### src/rtl/clk_period_meter.sv
// Period / high-time meter for a slow square wave sampled by clkIn.
// Reports rise-to-rise period, rise-to-fall high time, a lock flag and a sticky timeout.
module clk_period_meter #(
    parameter int WIDTH   = 32,
    parameter int TIMEOUT = 1000000,
    parameter int TOL     = 1
) (
    input  logic             clkIn,
    input  logic             reset,
    input  logic             sigIn,
    input  logic             enable,
    output logic [WIDTH-1:0] period,
    output logic [WIDTH-1:0] highTime,
    output logic             measValid,
    output logic             timeout,
    output logic             locked
);

    typedef enum logic [1:0] {
        IDLE      = 2'd0,
        WAIT_RISE = 2'd1,
        MEASURE   = 2'd2
    } state_t;

    state_t stateReg, stateNext;

    // [0] first sync stage, [1] synchronized level, [2] edge-history flop
    logic [2:0]       syncReg;
    logic [WIDTH-1:0] cnt;
    logic [WIDTH-1:0] hiCapture;
    logic [WIDTH-1:0] prevPeriod;
    logic             prevValid;

    logic             rise;
    logic             fall;
    logic             atTimeout;
    logic             withinTol;
    logic [WIDTH-1:0] cntInc;
    logic [WIDTH-1:0] periodDiff;

    logic             countEn;
    logic             doMeas;
    logic             doFall;
    logic             doTimeout;
    logic             clearLock;

    assign rise       = syncReg[1] & ~syncReg[2];
    assign fall       = ~syncReg[1] & syncReg[2];
    assign atTimeout  = (cnt == WIDTH'(TIMEOUT));
    assign cntInc     = (cnt == {WIDTH{1'b1}}) ? cnt : cnt + WIDTH'(1);
    assign periodDiff = (cnt >= prevPeriod) ? (cnt - prevPeriod) : (prevPeriod - cnt);
    assign withinTol  = prevValid && (periodDiff <= WIDTH'(TOL));

    always_ff @(posedge clkIn or posedge reset) begin
        if (reset) begin
            syncReg <= 3'b000;
        end else begin
            syncReg <= {syncReg[1:0], sigIn};
        end
    end

    always_ff @(posedge clkIn or posedge reset) begin
        if (reset) begin
            stateReg <= IDLE;
        end else begin
            stateReg <= stateNext;
        end
    end

    // A dropped enable overrides everything, including an edge seen that cycle.
    always_comb begin
        stateNext = stateReg;
        countEn   = 1'b0;
        doMeas    = 1'b0;
        doFall    = 1'b0;
        doTimeout = 1'b0;
        clearLock = 1'b0;
        if (!enable) begin
            stateNext = IDLE;
            clearLock = 1'b1;
        end else begin
            case (stateReg)
                IDLE: begin
                    stateNext = WAIT_RISE;
                    clearLock = 1'b1;
                end
                WAIT_RISE: begin
                    countEn = 1'b1;
                    if (rise) begin
                        stateNext = MEASURE;
                    end else if (atTimeout) begin
                        doTimeout = 1'b1;
                    end
                end
                MEASURE: begin
                    countEn = 1'b1;
                    doFall  = fall;
                    if (rise) begin
                        doMeas = 1'b1;
                    end else if (atTimeout) begin
                        doTimeout = 1'b1;
                        stateNext = WAIT_RISE;
                    end
                end
                default: begin
                    stateNext = IDLE;
                    clearLock = 1'b1;
                end
            endcase
        end
    end

    always_ff @(posedge clkIn or posedge reset) begin
        if (reset) begin
            cnt        <= '0;
            hiCapture  <= '0;
            prevPeriod <= '0;
            prevValid  <= 1'b0;
            period     <= '0;
            highTime   <= '0;
            measValid  <= 1'b0;
            timeout    <= 1'b0;
            locked     <= 1'b0;
        end else begin
            measValid <= doMeas;
            if (countEn) begin
                cnt <= rise ? WIDTH'(1) : cntInc;
            end
            if (doFall) begin
                hiCapture <= cnt;
            end
            if (doMeas) begin
                period     <= cnt;
                highTime   <= hiCapture;
                locked     <= withinTol;
                prevPeriod <= cnt;
                prevValid  <= 1'b1;
                timeout    <= 1'b0;
            end
            if (doTimeout) begin
                timeout   <= 1'b1;
                locked    <= 1'b0;
                prevValid <= 1'b0;
            end
            if (clearLock) begin
                locked    <= 1'b0;
                prevValid <= 1'b0;
            end
        end
    end

endmodule

### config.mk
export PLATFORM = sky130hd
export DESIGN_NAME = clk_period_meter
export DESIGN_NICKNAME = d
export VERILOG_FILES = /design/src/rtl/clk_period_meter.sv
export SDC_FILE = /design/constraint.sdc
export NUM_CORES = 1
export LEC_CHECK = 0
export BUFFER_PORTS_ARGS = -buffer_cell sky130_fd_sc_hd__buf_2
export CAP_MARGIN = 30
export CORE_MARGIN = 3
export CORE_UTILIZATION = 40
export DETAILED_ROUTE_END_ITERATION = 12
export PLACE_DENSITY = 0.61
export SYNTH_ARGS = -nofsm -noshare
export SYNTH_HDL_FRONTEND = slang
export SYNTH_SLANG_ARGS = --single-unit
### constraint.sdc
create_clock -name clkIn -period 12.7 [get_ports clkIn]
set_input_delay 2.54 -clock clkIn [delete_from_list [all_inputs] [get_ports clkIn]]
set_output_delay 2.54 -clock clkIn [all_outputs]
set_load 0.02 [all_outputs]
* Yosys cells after proc, flatten, opt, wreduce, memory -nomap -nowiden *
Index checks and enable logic that the tools add are counted.

cells by class
  add/sub/neg operators = 3
  $mul = 0
  divide/modulo/power cells = 0
  magnitude comparators = 2
  eq/ne operators = 8
  shift operators = 0
  muxes and demuxes = 29
  bitwise gates (word level) = 4
  reduce and logical (&&, ||, !) cells = 7

operators with widths
  kind                                                                     count
  32-bit two-way mux                                                       3
  32-bit subtractor                                                        2
  32-bit by 1-bit adder with 32-bit output (second input constant)         1
  32-bit by 20-bit == test with 1-bit output (second input constant)       1
  32-bit == test (second input constant)                                   1
  32-bit greater-or-equal comparator                                       1
  32-bit by 1-bit <= comparator with 1-bit output (second input constant)  1
  1-bit two-way mux                                                        21
  3-bit inequality test (second input constant)                            3
  2-bit two-way mux                                                        4
  2-bit case mux with 3 select lines                                       1
  3-bit AND reduction                                                      1
  3-bit nonzero test                                                       1
  1-bit AND                                                                2
  2-bit by 1-bit == test with 1-bit output (second input constant)         1
  2-bit == test (second input constant)                                    1
  2-bit logical NOT                                                        1
  2-bit inequality test (second input constant)                            1
  1-bit NOT                                                                2
  2-bit AND reduction                                                      1
  2-bit nonzero test                                                       1
  2-bit OR reduction                                                       1
  1-bit logical AND                                                        1

word-level totals
  register bits after elaboration = 137
  bits in latches = 0
  memory bits (writable) = 0
  ROM bits = 0
  input bits = 4
  output and inout port bits = 67
  word-level logic and storage cells = 63
  memories = 0

* Logic depth before layout (Yosys ltp) *
Gate-level depths: netlist of run 1.

  depth after elaboration = 8
  gate-level depth with buffers = 17
  gate-level depth less buffers = 15

* Worst setup path after synthesis of run 1 *
OpenSTA, ideal clock, no wires.

  kind = input-to-reg
  start = input enable
  end = register cnt[27]
  library setup time = 0.135 ns
  data arrival time = 3.930 ns
  required time = 12.565 ns
  path slack = 8.636 ns
  stages = 8
  buffers on the path = 0
  path through = nand2_1 -> a21oi_1 -> nor4bb_1 -> and3_1 -> nor2b_1 -> nand2_1 -> xnor2_1 -> nor2_1

between the ends
  longest elaborated chain between the ends = 2

RTL lines
  item                                  line  RTL
  start, declared                       11    input logic enable,
  1-bit two-way mux                     78    if (!enable) begin
  2-bit AND reduction (no source line)  --
  end signal, assigned                  127   cnt <= rise ? WIDTH'(1) : cntInc;
  end, declared                         29    logic [WIDTH-1:0] cnt;

Every way passes these cells.
A chain may end at the register's enable or synchronous reset.

* Final worst setup path of run 1 *
  start = input enable
  end = register cnt[31]

Same word-level chain as after synthesis.

==> results of run 1 <==
## flip-flops by register name (all words and copies together), names as in the netlist
register    cells
stateReg        2
locked          1
cnt            32
highTime       32
prevPeriod     32
measValid       1
syncReg         3
hiCapture      32
prevValid       1
timeout         1
## where the power goes
| part | total [mW] | internal [mW] | switching [mW] |
|---|---|---|---|
| logic | 1.74 | 0.616 | 1.13 |
| clock network | 0.503 | 0.279 | 0.224 |
| registers | 0.727 | 0.575 | 0.152 |
## how the worst min path moves through the flow
stage | startpoint | to | cells after the start
floorplan | syncReg[0] | syncReg[1] | 0
global placement | syncReg[0] | syncReg[1] | 0
detailed placement | syncReg[0] | syncReg[1] | 0
CTS | syncReg[0] | syncReg[1] | 0
global route | syncReg[0] | syncReg[1] | 0
finish | syncReg[0] | syncReg[1] | 0
## routing by layer
metal,vias to the layer above,track usage [%]
met4,0,6.68
met3,39,2.99
met2,259,34.4
met1,4019,33.1
li1,4026,-
met5,-,0
## through the flow
step	power [mW]	hold slack, ns	cell area, µm²	utilization [%]
finish	2.97	0.350	10400	45.7
global route	3.19	0.360	10400	45.7
CTS	2.95	0.352	10400	45.7
detailed placement	2.44	0.335	9800	43.2
global placement	2.44	0.332	9800	43.2
floorplan	1.97	0.331	9290	-
## layout make-up
class,count,area share (%)
clock buffers,18,4.13
clock inverters,14,1.46
inverters,83,3.05
multi-input cells,868,51.0
flip-flops and latches,137,33.0
well taps,285,3.43
repair buffers,77,3.88
## cell usage in the layout (no fill, tap or decap), types with 4 or more instances in the layout
cell and count:
nand2_1 227, xnor2_1 38, dfrtp_1 137, nand4_1 20, inv_6 7, nor4_1 14, a31oi_1 7, o21a_1 9
a21o_1 16, ha_1 69, o21ai_1 5, o2111ai_1 4, nand2b_1 8, buf_2 70, o211ai_1 8, o31ai_1 7
clkbuf_16 17, nor3_1 15, xor2_1 12, or3_1 5, and3_1 5, a211o_1 5, buf_4 7, a211oi_1 9
o21bai_1 10, inv_1 81, nand3_1 23, nor3b_1 4, nor2b_1 9, inv_8 4, a21oi_1 78, nor2_1 84
o21ai_0 109, mux2i_1 9
## worst reg2reg max path, delay by kind of cell, from the launching register on
family	cells	cell delay (ns)
mux	1	0.24
fa+ha+maj	2	0.47
simple gates	3	1.14
buf+inv	2	0.22
flops	1	0.45
compound gates	7	1.91
## logic make-up after synthesis
kind of cell             synth area share (%)
adder cells (fa/ha/maj)                  9.73
multiplexers                             1.21
flip-flops                               36.9
AO/OA/AOI/OAI                            20.4
AND/OR/NAND/NOR                          21.0
XOR/XNOR                                 4.72
buffers and inverters                    6.05
==> flow_metrics.py, run 1 <==
metrics = {
    "detailed_routing": {
        "drt_pre_antenna_iters": 6,
        "via_per_inst": 5.63,
        "met2_length_um": 12200,
        "top_layer_used": "met4",
        "vias": 8343,
        "drtIter0Drc": 681,
        "wl_per_cell_um": 18.7,
        "routedLengthMet1_um": 13400,
        "ant_nets": 0,
        "routed_wl_um": 27700,
        "drc": 0,
        "dr_wl_met3_um": 1500,
    },
    "synthesis": {
        "synth_commonest_cells": "nand2_1 (227), dfrtp_1 (137), o21ai_0 (109), nor2_1 (84), inv_1 (82)",
        "ys.flop_type": "dfrtp_1",
        "synth-seq-area-share_pct": 36.9,
        "synth.ff_latch_count": 137,
        "yosysMostFrequentCell": "nand2_1",
        "synth.area.top_cells": "dfrtp_1 (37%), ha_1 (9.3%), nand2_1 (9.2%), o21ai_0 (5.9%), a21oi_1 (4.2%)",
        "syn_area_um2": 9290,
        "synthDistinctLibCells": 76,
        "yosysTopAreaCell": "dfrtp_1",
        "yosys_warnings": 0,
        "netlist.area_leader.share_pct": 36.9,
        "async_flop_share_pct": 100,
        "syn_inst": 1142,
        "syn-num-nets": 1217,
        "avgSynthCellArea_um2": 8.13,
        "synth_edf_count": 0,
    },
    "critical_path": {
        "crit_path_end": "cnt[31]",
        "cp-start-kind": "primary input",
        "path_class": "primary input to register",
        "r2r_cells": 15,
        "critPathTopFamily": "simple AND/OR/NAND/NOR gates",
        "cp_max_fo": 13,
        "reg2reg_from": "cnt[0]",
        "crit_slowest_cell": "a21oi_1",
        "reg2reg_slack_ns": 8.19,
        "path_buf_inv": 1,
        "crit_chain": "buf_2 -> nand2_1 -> a21oi_1 -> nor4bb_1 -> and3_1 -> nor2b_1 -> nand2b_1 -> xor2_1 -> nor2_1",
        "crit_path_start": "enable",
        "cp_slowest_stage_delay_ns": 0.63,
        "cp.arrival_ns": 4.88,
        "worstReg2RegEnd": "locked",
        "cp_num_cells": 9,
        "endpoint_kind": "register",
        "critPathRequiredTime_ns": 13.00,
    },
    "power_and_ir_drop": {
        "ir_drop_mv": 0.123,
        "p_leak_nw": 4.85,
        "power_density_nw_per_um2": 286,
    },
    "min_path": {
        "hold_class": "register to register",
    },
    "global_routing": {
        "grt_pass1_wl_um": 44200,
        "grtUsageTotal_pct": 22.4,
        "grt_pass1_vias": 8012,
        "overflow": 0,
        "antenna_found_initial": 0,
        "grt_max_degree": 99,
    },
    "placed_design": {
        "place_ws_ns": 7.71,
        "dp_hpwl_um": 20900,
        "dpl.cell_count": 1450,
        "globalplace.congestion": 0.972,
        "io_buffers": 70,
    },
    "outcome": {
        "status": "completed",
    },
    "sta": {
        "worst_slew_pin_slew_ns": 0.958,
        "relSlewSlack_pct": 36.1,
        "finalSetupViolations": 0,
        "period_share_pct": 36.1,
        "timing.setup.tns_ns": 0,
        "hold_violations": 0,
        "fmax_ghz": 0.218,
        "rsz0062_at_grt": "false",
        "final_max_slew_viol_count": 0,
        "skew_ns": 0.0112,
        "period_minus_slack_ns": 4.58,
        "fin_ws_ns": 8.12,
    },
    "clocking": {
        "cts_buffer_depth": 2,
        "cts_buffers": 17,
        "root_buffer": "clkbuf_16",
        "clock_sinks": 137,
        "cts_hold_buf": 0,
        "post-cts-setup-buffers": 0,
        "clkLatencyLatePin_ns": 0.43,
        "cts_tree": "built",
        "cts_repair_resize_count": 0,
        "clk_pin_slew_ns": 0.06,
        "h-tree-depth": 4,
    },
    "final_layout": {
        "nets": 1259,
        "multi_input_area_um2": 5300,
        "antennaDiodeCount": 0,
        "finalNonFillerCells": 1482,
        "n_fill_cell": 2265,
        "ff_latch_area_um2": 3430,
        "area_growth_pct": 11.8,
        "drive_above_1_share_pct": 10.5,
    },
    "floorplan": {
        "core_area_um2": 22700,
        "fp.dieW_um": 158,
        "die_h_um": 158,
        "io-pin-count": 71,
        "initial_utilization_pct": 40.9,
        "num_rows": 55,
        "dieArea_um2": 25100,
    },
    "job": {
        "drv_cap": 0,
    },
}
No activity file was read; power rests on OpenSTA's default activity.
==> inputs of run 2 (changes only) <==
clock period = 4.56 ns   (was 12.7 ns; I/O delays follow)
==> flow_metrics.py, run 2 (synthesized netlist as in run 1, its figures left out) <==
metrics = {
    "clocking": {
        "clkLatencyLatePin_ns": 0.43,
        "post-cts-setup-buffers": 0,
        "h-tree-depth": 4,
        "clk_pin_slew_ns": 0.07,
        "root_buffer": "clkbuf_16",
        "cts_tree": "built",
        "clock_sinks": 137,
        "cts_buffer_depth": 2,
        "cts_buffers": 17,
        "cts_repair_resize_count": 0,
        "cts_hold_buf": 0,
    },
    "sta": {
        "period_share_pct": 91.9,
        "fmax_ghz": 0.239,
        "timing.setup.tns_ns": 0,
        "finalSetupViolations": 0,
        "hold_violations": 0,
        "fin_ws_ns": 0.372,
        "period_minus_slack_ns": 4.19,
        "worst_slew_pin_slew_ns": 0.939,
        "final_max_slew_viol_count": 0,
        "rsz0062_at_grt": "false",
        "relSlewSlack_pct": 37.2,
        "skew_ns": 0.0104,
        "hold_slack_ns": 0.351,
    },
    "global_routing": {
        "grt_util_met1_pct": 34.4,
        "use_met3_pct": 3.83,
        "overflow": 0,
        "antenna_found_initial": 1,
        "grtUsageTotal_pct": 23.8,
        "top_usage_layer": "met2",
        "use_met2_pct": 36.2,
        "grt_pass1_vias": 8287,
        "grt_pass1_wl_um": 46500,
        "grt_max_degree": 72,
    },
    "floorplan": {
        "core_area_um2": 22700,
        "die_h_um": 158,
        "io-pin-count": 71,
        "fp.dieW_um": 158,
        "initial_utilization_pct": 40.9,
        "dieArea_um2": 25100,
        "num_rows": 55,
    },
    "power_and_ir_drop": {
        "power_density_nw_per_um2": 796,
        "p_total_mw": 8.38,
        "switchingPower_mw": 4.26,
        "p_int_mw": 4.12,
        "p_leak_nw": 4.94,
        "swShare_pct": 50.9,
        "p_comb_share_pct": 59.7,
        "seq_power_share_pct": 23.6,
        "ir_drop_mv": 0.287,
        "clockPowerShare_pct": 16.7,
    },
    "critical_path": {
        "cp_max_fo": 11,
        "path_class": "register to register",
        "cp.arrival_ns": 4.55,
        "critPathRequiredTime_ns": 4.92,
        "cp-start-kind": "register",
        "endpoint_kind": "register",
    },
    "detailed_routing": {
        "wl_per_cell_um": 19.6,
        "drtIter0Drc": 756,
        "via_per_inst": 5.57,
        "drc": 0,
        "vias": 8357,
        "routed_wl_um": 29400,
        "ant_nets": 0,
        "drt_pre_antenna_iters": 5,
    },
    "placed_design": {
        "globalplace.congestion": 0.964,
        "dp_hpwl_um": 22400,
        "io_buffers": 70,
        "place_ws_ns": 0.345,
    },
    "final_layout": {
        "drive_above_1_share_pct": 12.1,
        "nets": 1278,
        "final_common_cell": "nand2_1",
        "area_growth_pct": 13.3,
        "utilization_pct": 46.3,
        "layout_common_cells": "nand2_1 (227), dfrtp_1 (137), o21ai_0 (109), nor2_1 (84), inv_1 (81)",
        "antennaDiodeCount": 0,
    },
    "min_path": {
        "hold_class": "register to register",
    },
    "job": {
        "drv_cap": 0,
    },
    "outcome": {
        "status": "completed",
    },
}
-- run 2: cell count changes in the layout (fill, tap and decap cells not counted), sizes merged --
| cell | previous run | this run |
|---|---|---|
| buf | 77 | 96 |
| bufinv | 1 | 0 |
| clkinvlp | 2 | 5 |
| inv | 93 | 91 |
-- run 2: per-stage QoR --
stage	std cells	instance area [µm²]
2_1_floorplan	1142	9290
3_3_place_gp	1469	9960
3_5_place_dp	1469	9960
4_1_cts	1501	10500
5_1_grt	1501	10500
6_report	1501	10500
-- run 2: path summary, 6_finish.rpt --
check / start / end / slack, ns / cells after the start
setup / recovery: cnt[0] / locked / 0.37 / 15
max in group asynchronous: reset / cnt[28] / 3.03 / 3
setup reg to reg: cnt[0] / locked / 0.37 / 15
min in group asynchronous: reset / highTime[17] / 0.60 / 2
hold / removal: syncReg[0] / syncReg[1] / 0.35 / 0
hold reg to reg: syncReg[0] / syncReg[1] / 0.35 / 0
-- run 2: routing by layer --
layer | vias up | routed length, µm
met5 | - | 13
met4 | 2 | 921
met3 | 57 | 1680
met2 | 256 | 12800
met1 | 3979 | 14000
li1 | 4063 | -
-- run 2: power groups by stage --
stage | registers (mW) | logic (mW) | clock network (mW)
final | 1.98 | 5.00 | 1.40
after global routing | 2.04 | 5.49 | 1.47
after CTS | 1.98 | 4.94 | 1.41
after detailed placement | 1.99 | 4.89 | 0
after global placement | 1.97 | 4.95 | 0
after floorplan | 2.14 | 3.36 | 0
-- run 2: final cells by class --
cell class                      instances  area, µm²
Multi-Input combinational cell        868       5300
Fill cell                            2289      12200
Timing Repair Buffer                   96        558
Clock inverter                         14        128
Sequential cell                       137       3430
Tap cell                              285        357
Clock buffer                           18        439
Inverter                               83        315
-- run 2: critical path, cell delays in order, from the launching register on --
cell	delay, ns
dfrtp_1	0.44
inv_1	0.16
ha_1	0.18
inv_1	0.06
fa_1	0.43
a211oi_4	0.36
o311ai_4	0.15
a31oi_4	0.29
a2111oi_4	0.16
nor2_1	0.67
mux2i_1	0.38
or3_1	0.15
nand4_1	0.10
nor4_1	0.31
nand3_1	0.13
o21ai_1	0.13
